===== src/rtl/vm_keypad_pkg.sv =====
// Shared types and constants for the vending-machine keypad scanner.
// Holds the FSM and scan-result encodings, row drive patterns and named key codes.
package vm_keypad_pkg;

  typedef enum logic [1:0] {ST_IDLE, ST_PRESS_DB, ST_PRESSED, ST_REL_DB} kp_state_e;
  typedef enum logic [1:0] {SCAN_NONE, SCAN_SINGLE, SCAN_MULTI} scan_kind_e;

  typedef struct packed {
    scan_kind_e kind;
    logic [3:0] code;
  } scan_res_t;

  // lows saturates at 2: a second contact already makes the scan MULTI
  typedef struct packed {
    logic [1:0] lows;
    logic [3:0] code;
  } scan_acc_t;

  localparam logic [3:0] ROW_DRIVE_0 = 4'b1110;
  localparam logic [3:0] ROW_DRIVE_1 = 4'b1101;
  localparam logic [3:0] ROW_DRIVE_2 = 4'b1011;
  localparam logic [3:0] ROW_DRIVE_3 = 4'b0111;

  localparam logic [3:0] KEY_CONFIRM = 4'hA;
  localparam logic [3:0] KEY_CANCEL  = 4'hB;
  localparam logic [3:0] KEY_GOODS1  = 4'hC;
  localparam logic [3:0] KEY_GOODS2  = 4'hD;
  localparam logic [3:0] KEY_COIN    = 4'hE;
  localparam logic [3:0] KEY_CLEAR   = 4'hF;

  function automatic logic [3:0] row_drive(input logic [1:0] idx);
    logic [3:0] r;
    case (idx)
      2'd0:    r = ROW_DRIVE_0;
      2'd1:    r = ROW_DRIVE_1;
      2'd2:    r = ROW_DRIVE_2;
      default: r = ROW_DRIVE_3;
    endcase
    return r;
  endfunction

  function automatic scan_acc_t acc_add(input scan_acc_t acc, input logic [1:0] row,
                                        input logic [3:0] col_n);
    scan_acc_t r;
    r = acc;
    for (int c = 0; c < 4; c++) begin
      if (!col_n[c]) begin
        if (r.lows == 2'd0) r.code = {row, 2'(c)};
        if (r.lows != 2'd2) r.lows = r.lows + 2'd1;
      end
    end
    return r;
  endfunction

  function automatic scan_res_t classify(input scan_acc_t acc);
    scan_res_t r;
    r.code = acc.code;
    case (acc.lows)
      2'd0:    r.kind = SCAN_NONE;
      2'd1:    r.kind = SCAN_SINGLE;
      default: r.kind = SCAN_MULTI;
    endcase
    return r;
  endfunction

endpackage


===== src/rtl/keypad_scan_sync_2ff.sv =====
// Two-flop synchronizer for a bus of independent asynchronous lines.
// Latency 2 cycles, no flow control; synchronous active-low reset to RST_VAL.
module sync_2ff #(
  parameter int unsigned WIDTH = 1,
  parameter logic [WIDTH-1:0] RST_VAL = '0
) (
  input  logic             clk,
  input  logic             rst_n,
  input  logic [WIDTH-1:0] d,
  output logic [WIDTH-1:0] q
);

  logic [WIDTH-1:0] meta_q;
  logic [WIDTH-1:0] sync_q;

  always_ff @(posedge clk) begin
    if (!rst_n) begin
      meta_q <= RST_VAL;
      sync_q <= RST_VAL;
    end else begin
      meta_q <= d;
      sync_q <= meta_q;
    end
  end

  assign q = sync_q;

endmodule


===== src/rtl/keypad_scan.sv =====
// 4x4 matrix keypad scanner with whole-scan debounce and one-cycle key events.
// Event lags a stable contact by up to one partial scan, DEBOUNCE_SCANS scans and 2 sync cycles; no backpressure.
module keypad_scan
  import vm_keypad_pkg::*;
#(
  parameter int unsigned SCAN_DIV       = 99_999,
  parameter int unsigned DEBOUNCE_SCANS = 4
) (
  input  logic       sys_clk,
  input  logic       sys_rst_n,
  input  logic [3:0] key_col,
  output logic [3:0] key_row,
  output logic [3:0] key_code,
  output logic       key_valid,
  output logic       key_held
);

  localparam int unsigned DIV_W = (SCAN_DIV > 0) ? $clog2(SCAN_DIV + 1) : 1;
  localparam logic [DIV_W-1:0] DIV_TC = DIV_W'(SCAN_DIV);
  localparam logic [3:0] DB_N = 4'(DEBOUNCE_SCANS);

  logic [3:0] col_s;

  sync_2ff #(.WIDTH(4), .RST_VAL(4'hF)) u_col_sync (
    .clk   (sys_clk),
    .rst_n (sys_rst_n),
    .d     (key_col),
    .q     (col_s)
  );

  logic [DIV_W-1:0] div_q, div_d;
  logic [1:0]       row_idx_q, row_idx_d;
  logic [3:0]       key_row_q, key_row_d;
  scan_acc_t        acc_q, acc_d, acc_next;
  kp_state_e        state_q, state_d;
  logic [3:0]       cand_q, cand_d;
  logic [3:0]       cnt_q, cnt_d;
  logic [3:0]       key_code_q, key_code_d;
  logic             key_valid_q, key_valid_d;
  logic             key_held_q, key_held_d;
  logic             tick, end_scan;
  scan_res_t        res;

  always_comb begin
    tick        = (div_q == DIV_TC);
    end_scan    = tick && (row_idx_q == 2'd3);
    acc_next    = acc_add(acc_q, row_idx_q, col_s);
    res         = classify(acc_next);

    div_d       = tick ? '0 : div_q + 1'b1;
    row_idx_d   = row_idx_q;
    key_row_d   = key_row_q;
    acc_d       = acc_q;
    state_d     = state_q;
    cand_d      = cand_q;
    cnt_d       = cnt_q;
    key_code_d  = key_code_q;
    key_valid_d = 1'b0;
    key_held_d  = key_held_q;

    // The row sampled on this tick has been driven for the whole step just ending
    if (tick) begin
      row_idx_d = row_idx_q + 2'd1;
      key_row_d = row_drive(row_idx_d);
      acc_d     = end_scan ? '0 : acc_next;
    end

    if (end_scan) begin
      case (state_q)
        ST_IDLE: begin
          if (res.kind == SCAN_SINGLE) begin
            cand_d = res.code;
            if (DB_N <= 4'd1) begin
              state_d     = ST_PRESSED;
              cnt_d       = '0;
              key_code_d  = res.code;
              key_valid_d = 1'b1;
              key_held_d  = 1'b1;
            end else begin
              state_d = ST_PRESS_DB;
              cnt_d   = 4'd1;
            end
          end
        end
        ST_PRESS_DB: begin
          if (res.kind == SCAN_SINGLE && res.code == cand_q) begin
            cnt_d = cnt_q + 4'd1;
            if (cnt_q + 4'd1 == DB_N) begin
              state_d     = ST_PRESSED;
              cnt_d       = '0;
              key_code_d  = cand_q;
              key_valid_d = 1'b1;
              key_held_d  = 1'b1;
            end
          end else begin
            state_d = ST_IDLE;
            cnt_d   = '0;
          end
        end
        ST_PRESSED: begin
          if (res.kind == SCAN_NONE) begin
            if (DB_N <= 4'd1) begin
              state_d    = ST_IDLE;
              cnt_d      = '0;
              key_held_d = 1'b0;
            end else begin
              state_d = ST_REL_DB;
              cnt_d   = 4'd1;
            end
          end
        end
        default: begin
          if (res.kind == SCAN_NONE) begin
            cnt_d = cnt_q + 4'd1;
            if (cnt_q + 4'd1 == DB_N) begin
              state_d    = ST_IDLE;
              cnt_d      = '0;
              key_held_d = 1'b0;
            end
          end else begin
            state_d = ST_PRESSED;
            cnt_d   = '0;
          end
        end
      endcase
    end
  end

  always_ff @(posedge sys_clk) begin
    if (!sys_rst_n) begin
      div_q       <= '0;
      row_idx_q   <= '0;
      key_row_q   <= ROW_DRIVE_0;
      acc_q       <= '0;
      state_q     <= ST_IDLE;
      cand_q      <= '0;
      cnt_q       <= '0;
      key_code_q  <= '0;
      key_valid_q <= 1'b0;
      key_held_q  <= 1'b0;
    end else begin
      div_q       <= div_d;
      row_idx_q   <= row_idx_d;
      key_row_q   <= key_row_d;
      acc_q       <= acc_d;
      state_q     <= state_d;
      cand_q      <= cand_d;
      cnt_q       <= cnt_d;
      key_code_q  <= key_code_d;
      key_valid_q <= key_valid_d;
      key_held_q  <= key_held_d;
    end
  end

  assign key_row   = key_row_q;
  assign key_code  = key_code_q;
  assign key_valid = key_valid_q;
  assign key_held  = key_held_q;

endmodule


===== config.mk =====
export PLATFORM = sky130hd
export DESIGN_NAME = keypad_scan
export DESIGN_NICKNAME = d
export VERILOG_FILES = /design/src/rtl/vm_keypad_pkg.sv /design/src/rtl/keypad_scan_sync_2ff.sv /design/src/rtl/keypad_scan.sv
export SDC_FILE = /design/constraint.sdc
export NUM_CORES = 1
export LEC_CHECK = 0
export BUFFER_PORTS_ARGS = -buffer_cell sky130_fd_sc_hd__buf_2
export CAP_MARGIN = 20
export CORE_MARGIN = 3
export CORE_UTILIZATION = 40
export DETAILED_ROUTE_END_ITERATION = 8
export HOLD_SLACK_MARGIN = 0.1
export PLACE_DENSITY = 0.54
export SLEW_MARGIN = 25
export SYNTH_ARGS = -nofsm -noshare
export SYNTH_HDL_FRONTEND = slang
export SYNTH_SLANG_ARGS = --single-unit
export TNS_END_PERCENT = 100

===== constraint.sdc =====
create_clock -name sys_clk -period 5.6 [get_ports sys_clk]
set_input_delay 0.56 -clock sys_clk [delete_from_list [all_inputs] [get_ports sys_clk]]
set_output_delay 0.56 -clock sys_clk [all_outputs]
set_load 0.01 [all_outputs]

==> impl_metrics.py <==
metrics = {
    "worst_setup_path": {
        "crit_required_ns": 5.84,
        "critPathMaxFanout": 6,
        "crit_path_start_kind": "flop",
        "r2r_slack_ns": 1.52,
        "worstReg2RegStart": "acc_q[4]",
        "endpoint_kind": "flop",
        "cp.arrival_ns": 4.32,
        "critPathKind": "reg -> reg",
        "rr_endpoint": "state_q[0]",
        "reg2reg_depth": 16,
    },
    "logic_synthesis": {
        "synthesis.nets": 344,
        "syn_area_mm2": 0.00296,
        "synthCells": 323,
        "yosysTopAreaCell": "dfxtp_1",
        "synth-seq-area-share": 0.359,
        "synthArstFlopShare": 0,
        "synth_top_area_frac": 0.359,
        "synth_flop_cell": "dfxtp_1",
        "yosys.cell_types.count": 69,
        "avgSynthCellArea_um2": 9.15,
        "yosys_warnings": 0,
        "yosys-top-cells-area": "dfxtp_1 (36%), ha_1 (6.3%), nor2_1 (5.3%)",
        "synth-edff-count": 0,
        "ys_ff_latch": 53,
    },
    "clock_network": {
        "htreeDepth": 2,
        "clock_path_buffers": 2,
        "cts_num_sinks": 53,
        "postCtsHoldBufs": 0,
        "cts-root-buf": "clkbuf_8",
        "insertion_delay_ns": 0.31,
        "cts_tree": "built",
        "clk_pin_slew_ns": 0.10,
        "cts_buffers": 5,
        "cts_setup_buffers": 0,
        "ctsResizeCount": 0,
    },
    "routing": {
        "wire_per_inst_um": 13.5,
        "ant_nets": 0,
        "wl_um": 5860,
        "drt_iter0_markers": 122,
        "vias_per_cell": 5.09,
        "drc": 0,
        "dr.pass1.iters": 4,
        "dr_total_vias": 2205,
    },
    "placed_design": {
        "io_buffers": 15,
        "place_congestion": 0.799,
        "post-place-ws_ns": 1.54,
        "place_inst": 425,
        "dp_hpwl_um": 4380,
    },
    "status": {
        "status": "complete, no violations",
    },
    "timing": {
        "worstMarginPinSlew_ns": 0.854,
        "fin_crit_ns": 4.08,
        "setup_viol_count_final": 0,
        "hold_ws_ns": 0.411,
        "rsz0062_at_grt": "false",
        "period_share": 0.728,
        "setup_tns_ns": 0,
        "max_freq_mhz": 245,
        "drv_slew": 0,
        "fin_skew_ns": 0.00897,
        "timing.final.ws_setup_ns": 1.52,
        "max-slew-margin-rel": 0.431,
        "hold_viol": 0,
    },
    "final_layout": {
        "finish.utilization": 0.461,
        "finalNonFillerCells": 433,
        "areaGrowthSynthToFinish_pct": 8.97,
        "fill_cells": 734,
        "fin_nets": 357,
        "diodes": 0,
        "final_common_cell": "dfxtp_1",
        "drive_gt1_frac": 0.145,
        "multi_input_area_mm2": 0.00178,
        "seqCellArea_mm2": 0.00106,
        "final_cell_mix": "dfxtp_1 (53), nor2_1 (42), nand2_1 (22)",
    },
    "power": {
        "leakage_nw": 1.23,
        "irDropWorstVdd_mv": 0.113,
        "power_density_mw_per_mm2": 218,
    },
    "floorplanning": {
        "dieArea_mm2": 0.00846,
        "rows": 30,
        "start_util": 0.423,
        "dieWidth_um": 92.0,
        "die_h_um": 92.0,
        "coreArea_mm2": 0.00698,
        "ios": 16,
    },
    "worst_hold_path": {
        "holdPathStages": 1,
        "min-delay-path-class": "reg -> reg",
        "min_to": "u_col_sync.q[0]",
        "hold_start": "u_col_sync.meta_q[0]",
    },
    "grt": {
        "grt_usage": 0.153,
        "antenna_found_initial": 0,
        "first_global_vias": 2190,
        "grt-ovfl-total": 0,
        "grt_pass1_wl_um": 10600,
        "grt_max_degree": 24,
    },
    "flow_run": {
        "drv_cap": 0,
    },
}
through the flow:
stage                     cell area (um^2)  power (mW)
after CTS                             3220       0.712
after global placement                3100       0.438
after global routing                  3220       0.734
after floorplan                       2960       0.430
after detailed placement              3100       0.438
final                                 3220       0.701
cell type report:
cell class	count	share of cell area
inverters	17	0.0198
well taps	96	0.0373
clock buffers	6	0.0256
multi-input cells	244	0.553
clock inverters	2	0.0117
flip-flops and latches	53	0.329
repair buffers	15	0.0233
worst max-delay path: stages, from the launching register on:
cell and delay, ns:
dfxtp_1 0.44, inv_1 0.11, ha_1 0.38, nor2b_1 0.17, mux2i_2 0.33, nand2_1 0.09, inv_1 0.09, ha_1 0.24
o21ai_0 0.17, ha_1 0.19, nor2b_1 0.37, a221o_2 0.27, nor4b_2 0.27, o311a_2 0.23, o41ai_1 0.12, or4_1 0.41
a21oi_1 0.13
Yosys cell counts, drive strengths merged (3+ instances only):
master and number:
ha 15, and3 7, nand2 22, nor2b 6, and2 6, nor4b 5, o21a 4, o21ai 14
nand3 13, xnor2 6, buf 4, a211oi 3, nor4 4, nand4 4, nor3b 5, o22ai 3
mux2i 9, nand2b 14, inv 17, dfxtp 53, clkbuf 5, a32o 3, xor2 14, o2bb2ai 4
a21oi 6, nor2 42
kinds of logic (layout without fill, tap and decap cells):
logic type	after synthesis	after routing	synth area share
XOR/XNOR	20	20	0.0592
adder cells (fa/ha/maj)	15	15	0.0635
AO/OA/AOI/OAI	57	57	0.160
flip-flops	53	53	0.359
buffers and inverters	26	40	0.0385
AND/OR/NAND/NOR	141	141	0.279
multiplexers	11	11	0.0406
state kept, by name, indices dropped and copies added (netlist names):
name,flops
state_q,2
cnt_q,4
acc_q,6
key_valid,1
u_col_sync.meta_q,4
key_held,1
key_code,4
u_col_sync.q,4
div_q,17
row_idx_q,2
cand_q,4
key_row,4
report_power, final:
part	total (mW)	switching, mW	leakage, nW	internal (mW)
clock	0.272	0.127	0.0574	0.145
sequential	0.387	0.00551	0.429	0.381
combinational	0.0426	0.0263	0.748	0.0163
worst max path at each step:
stage,startpoint,endpoint,slack (ns)
global placement,acc_q[4],state_q[0],1.67
global route,acc_q[4],state_q[0],1.07
CTS,acc_q[4],state_q[0],1.51
detailed placement,acc_q[4],state_q[0],1.54
floorplan,acc_q[4],state_q[0],2.03
finish,acc_q[4],state_q[0],1.52
layer usage:
metal / vias up / part of all wire / global-route usage
met3: 5 / 0.033 / 0.0304
li1: 1167 / - / -
met4: 0 / 0.011 / 0.0483
met1: 1011 / 0.51 / 0.208
met2: 22 / 0.45 / 0.243
met5: - / 0 / 0
No activity file was read; power rests on OpenSTA's default activity.
